`src/rtl/muon_capture_buffer.sv`:
```
// muon_capture_buffer: captures a PRE+POST sample window plus timestamp per accepted trigger
// into round-robin buffers that the processor reads out and then releases.
module muon_capture_buffer #(
  parameter int ADC_WIDTH    = 12,
  parameter int PRE          = 8,
  parameter int POST         = 16,
  parameter int TRIG_LATENCY = 8,
  parameter int NBUF         = 4,
  parameter int TS_WIDTH     = 32
) (
  input  logic                            CLK120,
  input  logic                            RESET,
  input  logic [ADC_WIDTH-1:0]            ADC0,
  input  logic [ADC_WIDTH-1:0]            ADC1,
  input  logic [ADC_WIDTH-1:0]            ADC2,
  input  logic [ADC_WIDTH-1:0]            ADC_SSD,
  input  logic                            TRIG,
  input  logic                            ENABLE,
  input  logic [$clog2(NBUF)-1:0]         RD_BUF,
  input  logic [$clog2(PRE+POST)-1:0]     RD_SAMPLE,
  output logic [4*ADC_WIDTH-1:0]          RD_DATA,
  output logic [TS_WIDTH-1:0]             RD_TS,
  input  logic                            RD_DONE,
  input  logic [$clog2(NBUF)-1:0]         RD_DONE_BUF,
  output logic [NBUF-1:0]                 BUF_FULL,
  output logic                            DONE,
  output logic                            BUSY,
  output logic [15:0]                     LOST_CNT
);
  localparam int WIN = PRE + POST;
  localparam int DLY = PRE + TRIG_LATENCY;
  localparam int DW  = 4 * ADC_WIDTH;
  localparam int BW  = $clog2(NBUF);
  localparam int CW  = $clog2(WIN);
  localparam int AW  = $clog2(NBUF * WIN);
  localparam logic [0:0] IDLE    = 1'b0;
  localparam logic [0:0] CAPTURE = 1'b1;

  logic [0:0]          state_q, state_d;
  logic [CW-1:0]       cnt_q, cnt_d;
  logic [BW-1:0]       wr_buf_q, wr_buf_d;
  logic [NBUF-1:0]     full_q, full_d;
  logic                done_q, done_d;
  logic [15:0]         lost_q, lost_d;
  logic [TS_WIDTH-1:0] ts_q, ts_d;
  logic [DW-1:0]       rd_data_q, rd_data_d;
  logic [TS_WIDTH-1:0] rd_ts_q, rd_ts_d;
  logic [DW-1:0]       dly_q [DLY];
  logic [DW-1:0]       dly_d [DLY];
  logic [DW-1:0]       mem [NBUF*WIN];
  logic [TS_WIDTH-1:0] ts_mem [NBUF];
  logic                accept, lose, last, we;
  logic [AW-1:0]       wr_addr, rd_addr;
  logic [NBUF-1:0]     clr;

  always_comb begin
    accept    = state_q == IDLE && TRIG && ENABLE && !full_q[wr_buf_q];
    lose      = TRIG && ENABLE && !accept;
    last      = state_q == CAPTURE && cnt_q == CW'(WIN - 1);
    we        = (accept || state_q == CAPTURE) && !RESET;
    wr_addr   = AW'(wr_buf_q) * AW'(WIN) + AW'(state_q == IDLE ? '0 : cnt_q);
    rd_addr   = AW'(RD_BUF) * AW'(WIN) + AW'(RD_SAMPLE);
    state_d   = accept ? CAPTURE : last ? IDLE : state_q;
    cnt_d     = accept ? CW'(1) : state_q == CAPTURE ? cnt_q + CW'(1) : cnt_q;
    wr_buf_d  = last ? wr_buf_q + BW'(1) : wr_buf_q;
    clr       = RD_DONE ? NBUF'(1) << RD_DONE_BUF : '0;
    // A completing window's set wins; its buffer cannot be full, so a clear there is moot.
    full_d    = (full_q & ~clr) | (last ? NBUF'(1) << wr_buf_q : '0);
    done_d    = last;
    lost_d    = lose && lost_q != 16'hFFFF ? lost_q + 16'd1 : lost_q;
    ts_d      = ts_q + TS_WIDTH'(1);
    rd_data_d = mem[rd_addr];
    rd_ts_d   = ts_mem[RD_BUF];
    dly_d[0]  = {ADC_SSD, ADC2, ADC1, ADC0};
    for (int i = 1; i < DLY; i++) dly_d[i] = dly_q[i-1];
  end

  always_ff @(posedge CLK120) begin
    if (RESET) begin
      state_q   <= IDLE;
      cnt_q     <= '0;
      wr_buf_q  <= '0;
      full_q    <= '0;
      done_q    <= 1'b0;
      lost_q    <= '0;
      ts_q      <= '0;
      rd_data_q <= '0;
      rd_ts_q   <= '0;
    end else begin
      state_q   <= state_d;
      cnt_q     <= cnt_d;
      wr_buf_q  <= wr_buf_d;
      full_q    <= full_d;
      done_q    <= done_d;
      lost_q    <= lost_d;
      ts_q      <= ts_d;
      rd_data_q <= rd_data_d;
      rd_ts_q   <= rd_ts_d;
    end
  end

  always_ff @(posedge CLK120) begin
    dly_q <= dly_d;
    if (we) mem[wr_addr] <= dly_q[DLY-1];
    if (accept && !RESET) ts_mem[wr_buf_q] <= ts_q;
  end

  assign RD_DATA  = rd_data_q;
  assign RD_TS    = rd_ts_q;
  assign BUF_FULL = full_q;
  assign DONE     = done_q;
  assign BUSY     = state_q == CAPTURE;
  assign LOST_CNT = lost_q;
endmodule

```
`config.mk`:
```
export PLATFORM = sky130hd
export DESIGN_NAME = muon_capture_buffer
export DESIGN_NICKNAME = d
export VERILOG_FILES = /design/src/rtl/muon_capture_buffer.sv
export SDC_FILE = /design/constraint.sdc
export NUM_CORES = 2
export LEC_CHECK = 0
export BUFFER_PORTS_ARGS = -buffer_cell sky130_fd_sc_hd__buf_4
export CAP_MARGIN = 25
export CELL_PAD_IN_SITES_DETAIL_PLACEMENT = 0
export CELL_PAD_IN_SITES_GLOBAL_PLACEMENT = 2
export CORE_ASPECT_RATIO = 1.5
export CORE_MARGIN = 2
export CORE_UTILIZATION = 55
export DETAILED_ROUTE_END_ITERATION = 16
export PLACE_DENSITY = 0.81
export SETUP_SLACK_MARGIN = 0.1
export SYNTH_ARGS = -nofsm -noshare
export SYNTH_HDL_FRONTEND = slang
export SYNTH_MEMORY_MAX_BITS = 65536
export SYNTH_SLANG_ARGS = --single-unit
```
`constraint.sdc`:
```
create_clock -name CLK120 -period 11.5 [get_ports CLK120]
set_clock_uncertainty 0.05 [all_clocks]
set_input_delay 1.15 -clock CLK120 [delete_from_list [all_inputs] [get_ports CLK120]]
set_output_delay 1.15 -clock CLK120 [all_outputs]
set_load 0.03 [all_outputs]
```
Yosys cells after proc, flatten, opt, wreduce, memory -nomap -nowiden --
Memories as Yosys holds them, arrays and structs flattened. A register that Yosys moved wholly into a read port is not among the register bits. Cells that the tools add are included.
Word-level totals: register bits after elaboration 829, memory bits (read-only) 0, output and inout bits 102, memories 2, bits in latches 0, memory bits (writable) 4736, input port bits 62, logic and storage cells 72
Operators by class: multipliers 2, equal/unequal tests 2, div/mod/pow operators 0, magnitude comparators 1, mux-type cells 13, reductions and logical operators 16, add/subtract/negate cells 6, shifts and indexed selects 2, bitwise logic cells 4
Memories:
- mem | words 96, bits a word 48, rd ports 1, clocked after memory_dff 1, wr ports 1, RTL line 50 | logic [DW-1:0] mem [NBUF*WIN];
- ts_mem | words 4, bits a word 32, rd ports 1, clocked after memory_dff 1, wr ports 1, RTL line 51 | logic [TS_WIDTH-1:0] ts_mem [NBUF];
Operators with widths (number):
- adder 32 x 1 -> 32 bit, second input constant | 1
- adder 16 x 1 -> 16 bit, second input constant | 1
- inequality test 16 bit, second input constant | 1
- adder 7 x 5 -> 7 bit | 2
- logical AND 1 bit | 9
- 2-to-1 mux 1 bit | 9
- multiplier 2 x 2 -> 4 bit, second input constant | 2
- 2-to-1 mux 4 bit | 2
- << shifter 1 x 2 -> 4 bit, first input constant | 2
- adder 5 x 1 -> 5 bit, second input constant | 1
- equality test 5 bit, second input constant | 1
- 2-to-1 mux 5 bit | 1
- AND 4 bit | 1
- NOT 4 bit | 1
- OR 4 bit | 1
- nonzero test 2 bit | 2
- logical NOT 1 bit | 3
- < comparator 2 x 3 -> 1 bit, second input constant | 1
- adder 2 x 1 -> 2 bit, second input constant | 1
- binary-select mux 1 bit (select 2 bit) | 1
- OR reduction 2 bit | 1
- logical OR 1 bit | 1
- NOT 1 bit | 1

Longest topological paths before layout --
depth in word-level cells 8, depth in mapped cells 15, gate-level depth less buffers 10

Worst setup path after synthesis --
Ideal clock, no wire load.
path type register to register, from reg state_q, in the netlist BUSY, to mem mem[56][0] (netlist name) (enable), data arrival time 4.305 ns, stages on the path, launching flop included 10, period minus slack after synthesis 4.809 ns, setup slack 6.691 ns, path buffers 1, required time 10.996 ns, setup time 0.454 ns, cells stage by stage dfxtp_1 -> clkbuf_1 -> and2_1 -> ha_1 -> a21oi_1 -> xor2_1 -> nand2_1 -> o21ai_0 -> nand3_1 -> nor2_1
On the way: longest elaborated chain between the ends 8, elaborated cells between the ends (all ways) 10, classes of those cells 1 x add/sub; 3 x mux; 1 x bitwise; 5 x reduce/logical
RTL lines:
- start, declared | RTL line 39 | logic [0:0] state_q, state_d;
- start signal, assigned | RTL line 90 | state_q <= state_d;
- parallel branches: the longest is 8 deep, another holds adder 7 x 5 -> 7 bit
- end, declared | RTL line 50
Parallel ways; which one is timed is not known.

Worst setup path in the final report --
from reg wr_buf_q[0], to mem mem[13][10] (netlist name) (enable)
On the way: longest elaborated chain between the ends 8, elaborated cells between the ends (all ways) 10, classes of those cells 1 x add/sub; 1 x mul; 4 x mux; 4 x reduce/logical
RTL lines:
- start, declared | RTL line 41 | logic [BW-1:0] wr_buf_q, wr_buf_d;
- start signal, assigned | RTL line 92 | wr_buf_q <= wr_buf_d;
- parallel branches: the longest is 8 deep, another holds adder 7 x 5 -> 7 bit
Parallel ways; which one is timed is not known. The select of a mux whose other input is x is not followed.

==> reports/metrics.yaml <==
period_needed_ps: 5626
grt_pass1_vias: 93949
mostFrequentLayoutCell: "edfxtp_1"
max_stage_delay_ps: 940
critPathCaptureType: "flop"
rows: 271
hpwl_um: 265700
cp_data_required_time_ps: 12050
worstHoldPathType: "in2reg"
max_freq_mhz: 177.8
ys_async_sr_fraction_pct: 0
total_power_mw: 40.90
nNetsFinal: 9316
synth_edf_count: 4736
drv_cap: 0
arrival_ps: 6180
ys_ff_latch: 5645
drive_gt1_share_pct: 26.51
dr_total_vias: 92169
cts.path.max_buffers: 4
gr-total-overflow: 0
syn_area_um2: 199600
grt_max_degree: 127
synth_top_area_share_pct: 71.24
cts_setup_buffers: 0
yosys_warnings: 0
grt_pass1_wl_um: 684100
post-route-drc-count: 0
slowest_stage: "nor2_4"
cts_resized: 0
avgRoutedWirePerCell_um: 33.38
synth.area.top_cells: "edfxtp_1 (71%), mux4_2 (14%), dfxtp_1 (9.1%)"
max-slew-margin-rel_pct: 9.418
path_max_fanout: 33
areaGrowthSynthToFinish_pct: 12.25
layout_setup_ws_ps: 5874
dp_slack_ps: 5350
post_drt_via_cell_ratio: 6.376
cts.sinks: 5645
tightest_slew_ps: 1359
startpoint_type: "flop"
cts_tree: "built"
fillers: 24384
path_cells: "inv_1 -> ha_1 -> fa_1 -> nor2b_1 -> nand2_1 -> nor2_4 -> buf_4"
cts_max_level: 5
finalWirelength_um: 482600
drt_iter0_markers: 11655
antenna_found_initial: 21
initial_utilization_pct: 55.13
rr_worst_depth: 7
die_h_um: 741.9
min_period_over_period_pct: 48.92
clk_latency_ps: 1000
p_leak_nw: 71.34
yosysSeqAreaShare_pct: 80.35
final_cell_mix: "edfxtp_1 (4736), mux4_2 (1215), dfxtp_1 (861)"
worst_setup_hold_path_clk_slew_ps: 70
status: "finished clean"
cp-startpoint: "wr_buf_q[0]$_SDFFE_PP0P_"
core_area_um2: 362100
die_area_um2: 367900
cts_hold_buffers: 0
yosys.cell_types.count: 53
cts-root-buf: "clkbuf_16"
grt_setup_unrepaired: "false"
gp_congestion: 0.8403
r2r-start: "wr_buf_q[0]$_SDFFE_PP0P_"
synth_nets: 8842
die_w_um: 495.9
rr_endpoint: "mem[13][10]$_DFFE_PP_"
synth.avg_cell_area_um2: 22.78
grt_usage_pct: 26.24
cts_buffers: 484
worstSetupPathType: "reg2reg"
drv_slew: 0
finalSetupViolCount: 0
power_density_nw_per_um2: 182.5
critPathCapture: "mem[13][10]$_DFFE_PP_"
timing.final.hold_violations: 0
yosys_most_used_dff: "edfxtp_1"
vdd_drop_max_v: 0.0001675
r2r_slack_ps: 5870
syn-instance-count: 8764
firstDrtPassIters: 6
setup_tns_ps: 0
num_io_pins: 164
netlist.top_cell.by_area: "edfxtp_1"
stdcell_area_um2: 224100
postRouteAntennaNets: 0
dpl_cell_area_um2: 207600
port_buffers: 163
## through the flow
stage	hold slack [ps]	std cells	utilization, %
finish	202.8	14456	61.88
global route	167.4	14450	61.88
CTS	126.2	14416	61.75
detailed placement	262.0	13513	57.34
global placement	259.6	13501	57.30
floorplan	259.6	8764	-
## area by class of cell
cell class,count,area (um2),share of cell area (%)
Clock buffer,629,13430,5.993
Clock inverter,274,2549,1.137
Tap cell,4777,5977,2.667
Timing Repair Buffer,431,3830,1.709
Sequential cell,5645,160500,71.61
Multi-Input combinational cell,2662,37710,16.83
Antenna cell,24,60.06,0.02680
Inverter,14,52.55,0.02345
## routing by layer
metal / vias up / global-route usage, % / part of all wire, % / wire length (um)
met5: - / 0 / 0.0035 / 17
li1: 37543 / - / - / -
met4: 2 / 8.353 / 3.3 / 16070
met1: 49232 / 34.33 / 36 / 174800
met3: 815 / 5.299 / 9.1 / 43700
met2: 4577 / 44.46 / 51 / 248000
## power breakdown
group	switching (mW)	internal [mW]	total, mW
combinational	1.36	0.704	2.07
sequential	0.148	22.3	22.5
clock	7.26	9.09	16.4
## flip-flops by register name, summed over array words and instances, names as in the netlist
| register | flops |
|---|---|
| mem | 4608 |
| dly_d | 720 |
| ts_mem | 128 |
| RD_DATA | 48 |
| dly_q | 48 |
| RD_TS | 32 |
| ts_q | 32 |
| LOST_CNT | 16 |
| cnt_q | 5 |
| BUF_FULL | 4 |
| wr_buf_q | 2 |
| BUSY | 1 |
| DONE | 1 |
## cell usage after synthesis (14+ instances only)
cell type	instances
nand4_1	32
a221oi_1	67
buf_4	68
a21oi_1	57
nor2_1	204
clkbuf_1	168
o22ai_1	83
xnor2_1	24
a211oi_1	82
nand3_1	89
a22o_1	68
buf_2	166
ha_1	14
inv_1	14
nor4_1	14
a2111oi_0	17
mux2i_1	140
o21ai_0	16
buf_6	17
xor2_1	22
o211ai_1	30
edfxtp_1	4736
nor2b_1	53
dfxtp_1	909
mux4_2	1215
and2_1	45
a22oi_1	146
nor3_1	68
buf_1	22
nand2_1	108
## logic make-up (layout without fill, tap and decap cells)
family,count (synthesis),in the layout,synth area share (%)
AOI/OAI and AO/OA,587,587,2.157
xor gates and xnor gates,46,46,0.2018
adders and majority gates,16,16,0.1078
buffers and inverters,457,1348,1.171
DFF,5645,5645,80.35
muxes,1359,1359,14.43
other,0,24,0
and+or+nand+nor,654,654,1.579
## how the worst min path moves through the flow
stage                        from            endpoint  cells after the start
2_1_floorplan   dly_d[48]$_DFF_P_    dly_d[0]$_DFF_P_                      0
3_3_place_gp   dly_d[431]$_DFF_P_  dly_d[383]$_DFF_P_                      0
3_5_place_dp    dly_d[31]$_DFF_P_   dly_q[31]$_DFF_P_                      0
4_1_cts                   ADC2[4]  dly_d[700]$_DFF_P_                      1
5_1_grt                   ADC2[3]  dly_d[699]$_DFF_P_                      1
6_report                  ADC2[4]  dly_d[700]$_DFF_P_                      1
## worst max-delay path: cells and delay by family (launching register included)
| kind | cells | cell delay, ps |
|---|---|---|
| flip-flops | 1 | 500 |
| buffers and inverters | 2 | 870 |
| AND/OR/NAND/NOR | 3 | 2520 |
| adder cells (fa/ha/maj) | 2 | 1170 |
(Power assumes the default switching activity.)
